`src/rtl/input_bus.sv`:
```
// Front-panel input conditioner: 2-flop sync + debounce per channel, bit-reversed buses,
// press pulses and priority-encoded active note. Press pulses are built only when INPUT_BUS_EDGE_EN is defined.
module input_bus #(
    parameter int N_SW     = 7,
    parameter int N_BTN    = 4,
    parameter int DEBOUNCE = 8,
    localparam int CNT_W   = $clog2(DEBOUNCE) + 1,
    localparam int CODE_W  = (N_BTN > 1) ? $clog2(N_BTN) : 1
) (
    input  logic              clk,
    input  logic              rst_n,
    input  logic [N_SW-1:0]   sw,
    input  logic [N_BTN-1:0]  btn,
    output logic [N_SW-1:0]   sw_bus,
    output logic [N_BTN-1:0]  note_bus,
    output logic [N_BTN-1:0]  note_press,
    output logic [CODE_W-1:0] note_code,
    output logic              note_active
);

    localparam int N_CH = N_SW + N_BTN;

    // Channels 0..N_SW-1 are switches, N_SW..N_CH-1 are buttons.
    logic [N_CH-1:0]  raw;
    logic [N_CH-1:0]  s1;
    logic [N_CH-1:0]  s2;
    logic [N_CH-1:0]  stb;
    logic [N_CH-1:0]  stb_nxt;
    logic [CNT_W-1:0] cnt     [N_CH];
    logic [CNT_W-1:0] cnt_nxt [N_CH];

    logic [N_BTN-1:0]  note_nxt;
    logic [CODE_W-1:0] code_nxt;

    assign raw = {btn, sw};

    always_comb begin
        for (int unsigned i = 0; i < N_CH; i++) begin
            stb_nxt[i] = stb[i];
            cnt_nxt[i] = '0;
            if (s2[i] != stb[i]) begin
                if (cnt[i] == CNT_W'(DEBOUNCE - 1)) begin
                    stb_nxt[i] = s2[i];
                end else begin
                    cnt_nxt[i] = cnt[i] + CNT_W'(1);
                end
            end
        end
    end

    always_comb begin
        for (int unsigned i = 0; i < N_SW; i++) begin
            sw_bus[i] = stb[N_SW - 1 - i];
        end
        for (int unsigned i = 0; i < N_BTN; i++) begin
            note_bus[i] = stb[N_CH - 1 - i];
            note_nxt[i] = stb_nxt[N_CH - 1 - i];
        end
    end

    // Ascending scan so the highest set bit wins.
    always_comb begin
        code_nxt = '0;
        for (int unsigned i = 0; i < N_BTN; i++) begin
            if (note_nxt[i]) begin
                code_nxt = CODE_W'(i);
            end
        end
    end

    always_ff @(posedge clk or negedge rst_n) begin
        if (!rst_n) begin
            s1          <= '0;
            s2          <= '0;
            stb         <= '0;
            cnt         <= '{default: '0};
            note_code   <= '0;
            note_active <= 1'b0;
        end else begin
            s1          <= raw;
            s2          <= s1;
            stb         <= stb_nxt;
            cnt         <= cnt_nxt;
            note_code   <= code_nxt;
            note_active <= |note_nxt;
        end
    end

`ifdef INPUT_BUS_EDGE_EN
    always_ff @(posedge clk or negedge rst_n) begin
        if (!rst_n) begin
            note_press <= '0;
        end else begin
            note_press <= note_nxt & ~note_bus;
        end
    end
`else
    assign note_press = '0;
`endif

endmodule

```
`config.mk`:
```
export PLATFORM = sky130hd
export DESIGN_NAME = input_bus
export DESIGN_NICKNAME = d
export VERILOG_FILES = /design/src/rtl/input_bus.sv
export SDC_FILE = /design/constraint.sdc
export NUM_CORES = 1
export LEC_CHECK = 0
export CAP_MARGIN = 40
export CORE_MARGIN = 5
export CORE_UTILIZATION = 40
export DETAILED_ROUTE_END_ITERATION = 16
export PLACE_DENSITY = 0.64
export SLEW_MARGIN = 20
export SYNTH_ARGS = -nofsm -noshare
export SYNTH_HDL_FRONTEND = slang
export SYNTH_SLANG_ARGS = --single-unit
export TNS_END_PERCENT = 10
```
`constraint.sdc`:
```
create_clock -name clk -period 1.37 [get_ports clk]
set_input_delay 0.274 -clock clk [delete_from_list [all_inputs] [get_ports clk]]
set_output_delay 0.274 -clock clk [all_outputs]
set_load 0.01 [all_outputs]
```
**After elaboration in Yosys (flattened, before gate mapping)**

Cells that the tools add are included.

- Word-level logic and storage cells: 97
- Bits of input ports: 13
- Register bits after elaboration: 80
- Output and inout port bits: 18

- Reductions and logical operators: 8
- $add $sub $neg: 11
- Eq/ne operators: 22
- Multiplexer cells: 33

Operator list:

| kind | count |
|---|---|
| 4-bit 2-to-1 mux | 22 |
| 4-bit by 1-bit adder with 4-bit output (second input constant) | 11 |
| 4-bit by 3-bit equality test with 1-bit output (second input constant) | 11 |
| 2-bit AND reduction | 7 |
| 1-bit != test | 11 |
| 1-bit 2-to-1 mux | 9 |
| 2-bit 2-to-1 mux | 2 |
| 4-bit OR reduction | 1 |

**Depth between registers and ports, before layout**

- Word-level depth: 6
- Gate-level depth with buffers: 5
- Mapped depth without buffers: 5

**Worst setup path before layout**

Ideal clock, no wire load.

- Path kind: register to register
- From: register cnt[12] (netlist name)
- To: register note_active
- Stages on the path, launching flop included: 5
- Clock period less this slack: 1263 ps
- Arrival: 1119 ps
- Slack: 107 ps
- Setup time: 144 ps
- Required time: 1226 ps
- Path buffers: 0
- Path through: dfrtp_1 > ha_1 > nand3b_1 > mux2i_2 > nand4_1

- Cells in the longest elaborated chain, start to end: 4

RTL lines:

| element | RTL line | source |
|---|---|---|
| start: declaration | 29 | `logic [CNT_W-1:0] cnt [N_CH];` |
| start signal: assignment | 83 | `cnt <= cnt_nxt;` |
| 4-bit by 3-bit equality test with 1-bit output | 42 | `if (cnt[i] == CNT_W'(DEBOUNCE - 1)) begin` |
| 1-bit 2-to-1 mux | 42 |  |
| 1-bit 2-to-1 mux | 41 | `if (s2[i] != stb[i]) begin` |
| 4-bit OR reduction | 85 | `note_active <= \|note_nxt;` |
| end signal: assignment | 85 |  |
| end: declaration | 18 | `output logic note_active` |

Every way passes these cells.
A chain may end at the register's enable or synchronous reset.

**Final worst setup path**

Same ends and word-level chain as after synthesis.

==> results by group <==
Run status
  • Status: finished, final reports clean

Synthesis
  • Register area share after synthesis: approximately two thirds
  • XOR/XNOR share of the synthesized area: ~6.3%
  • Gate Count Post-Synth: 231
  • Synthesis Warnings: 0
  • Yosys cell types: 22
  • Synth Register Bits: 80
  • Post-synthesis mux area share: 8.02%
  • Simple-gate share of the synthesized area: 13.8%
  • Synth Area in Adders: 4.50%
  • Syn_area_per_cell: 13.2 µm²
  • Combinational family with the most area after synthesis: simple AND/OR/NAND/NOR gates
  • Synthesized area: between 3000 and 4000 µm²
  • Synth Area in Compound Gates: 0.286%

Place
  • DPL Wire Length: 3010 µm
  • Input/output buffers: 26
  • Routability cong.: 0.748
  • Pre-CTS WS: approximately 14 ps
  • Area after DPL: 3480 µm²

Power and ir drop
  • Power Density: 1790 nW/µm²
  • Leakage: 1.82 nW
  • Max IR drop VDD: 0.690 mV
  • Final Total Pwr: 6.58 mW

Timing
  • Final period util: between 90% and 100%
  • RSZ-0062 raised after global routing: true
  • Minimum clock period: 1320 ps
  • Final hold vios: 0
  • Maximum clock frequency: 758 MHz
  • # setup viols final: 0
  • Post-route setup slack: 49.9 ps
  • Final Slew Violations: 0
  • Final Skew: 12.2 ps
  • Setup TNS: 0 ps

Route
  • Initial DRC Count: 33
  • Via count: 1,705
  • Final ANT Viol Nets: 0
  • Total Wirelength: 4250 µm
  • Post-DR vias/cell: roughly 4.5
  • DRT Pass-1 Iters: 4
  • Post-DR wirelength/cell: 11.2 µm
  • DRC Markers: 0

Final layout
  • Final net count: around 300
  • Final core occ: 50.1%
  • P&R area growth vs syn: 20.2%
  • Number of antenna diodes: 0
  • Design area: 3680 µm²
  • Layout cells sized above 1: 10.8%
  • Most frequent cells in the layout: dfrtp_1 (80), nor2_1 (40), xnor2_1 (22), mux2i_1 (12)
  • Leading cell type in the layout, fill and taps excluded: dfrtp_1

Floorplanning
  • Initial Utilization: 41.7%
  • Die footprint: 9490 µm²
  • FP Rows: 31
  • Die Width: 97.4 µm
  • Die Span Y: a little under 100 µm
  • # IOs: 31
  • CORE AREA: 7330 µm²

Clock network
  • Clk slew on worst S/H paths: roughly 80 ps
  • Sink Count: 80
  • Total CTS buffers: 9
  • CTS tree: yes
  • H-Tree Depth: 3
  • CTS root buf: clkbuf_8
  • Clock Latency Late Sink: 350 ps
  • Clock Path Buffers: 2

Critical path
  • Reg2Reg Depth: 4
  • FF-to-FF End: note_active$_DFF_PN0_
  • Startpoint Class: register
  • CP Max Fanout: 4
  • CP Class: reg2reg
  • Critical Path End Type: register
  • R2R setup slack: 50 ps
  • Reg2reg start: cnt[12]$_DFF_PN0_
  • Worst Path Arrival: 1530 ps
  • Worst EP required: about 1600 ps

Flow run
  • Max cap viols: 0

Global routing
  • Vias in the first global route: 1,856
  • Initial antenna violation count: 0
  • Global-route wire length before repair: 8190 µm
  • Largest net degree at the start of global routing: 32
  • Global Route Usage Sum: 10.9%
  • Grt ovf: 0

Min path
  • Tightest Hold Check Type: in2async
==> state kept, by name, summed over array words and instances, names as in the netlist <==
signal       count
note_code        2
stb             11
s2              11
cnt             44
note_active      1
s1              11
==> synthesized netlist by cell type (all sizes together) <==
cell type  count  share of area, %
nand2          8              0.98
nor2b         11               2.3
ha            11               4.5
o21ai          1              0.29
nand3         11               1.8
xnor2         22               6.3
buf            4              0.98
nand3b         4               1.4
mux2           7               2.6
nor2          40               4.9
nor3           7               1.1
conb           1              0.12
inv            4              0.49
nor3b          4               1.1
dfrtp         80                65
nand4          1              0.20
mux2i         15               5.4
==> routing by layer <==
metal  global-route usage [%]  share of wire, %  up-vias
met5                        0                 0        -
li1                         -                 -      840
met4                     5.43               2.6        0
met3                     5.10               5.6        9
met2                     17.2                49       25
met1                     12.3                42      831
==> critical path: stages, from the launching register on <==
cell and delay [ps]:
dfrtp_1 430, ha_4 190, nand3b_1 130, mux2i_2 320
nand4_1 120
==> cells by family (layout without fill, tap and decap cells) <==
family / Yosys count / in the layout
other: 1 / 4
AO/OA/AOI/OAI: 1 / 1
adder cells (fa/ha/maj): 11 / 11
flip-flops: 80 / 80
multiplexers: 22 / 22
XOR/XNOR: 22 / 22
buffers and inverters: 8 / 53
AND/OR/NAND/NOR: 86 / 86
==> power by group <==
part | leakage, nW | internal (mW) | switching [mW]
Clock | 0.0793 | 0.655 | 0.814
Sequential | 1.03 | 2.94 | 0.435
Combinational | 0.704 | 0.930 | 0.807
Total | 1.82 | 4.53 | 2.06
==> metrics by stage <==
step	cells	hold WS [ps]
CTS	377	325
global placement	359	181
finish	378	341
floorplan	234	-21.6
global route	378	320
detailed placement	359	180
==> repair_timing <==
item / 4_1_cts / 5_1_grt
hold buffers: 1 / 0
resized for setup: 14 / 11
cloned: 0 / 0
endpoints found under the setup margin: 15 / 12
setup buffers: 1 / 1
endpoints found under the hold margin: 19 / 0
pin swaps: 0 / 3
==> area by class of cell <==
class | instances | area, µm²
clock buffer | 11 | 131
clock inverter | 5 | 33.8
fill | 655 | 3650
inverter | 4 | 15.0
multi-input combinational | 146 | 1040
sequential | 80 | 2000
tap | 99 | 124
timing repair buffer | 33 | 329
==> worst max-delay path by stage <==
stage,slack [ps],startpoint,endpoint,depth (start not counted)
final,50,cnt[12]$_DFF_PN0_,note_active$_DFF_PN0_,4
after global routing,-80,cnt[12]$_DFF_PN0_,note_active$_DFF_PN0_,4
after CTS,-10,cnt[12]$_DFF_PN0_,note_active$_DFF_PN0_,4
after detailed placement,10,cnt[12]$_DFF_PN0_,note_active$_DFF_PN0_,4
after global placement,60,cnt[12]$_DFF_PN0_,note_active$_DFF_PN0_,4
after floorplan,110,cnt[12]$_DFF_PN0_,note_active$_DFF_PN0_,4
Note: power is estimated with default switching activity, not from simulation.
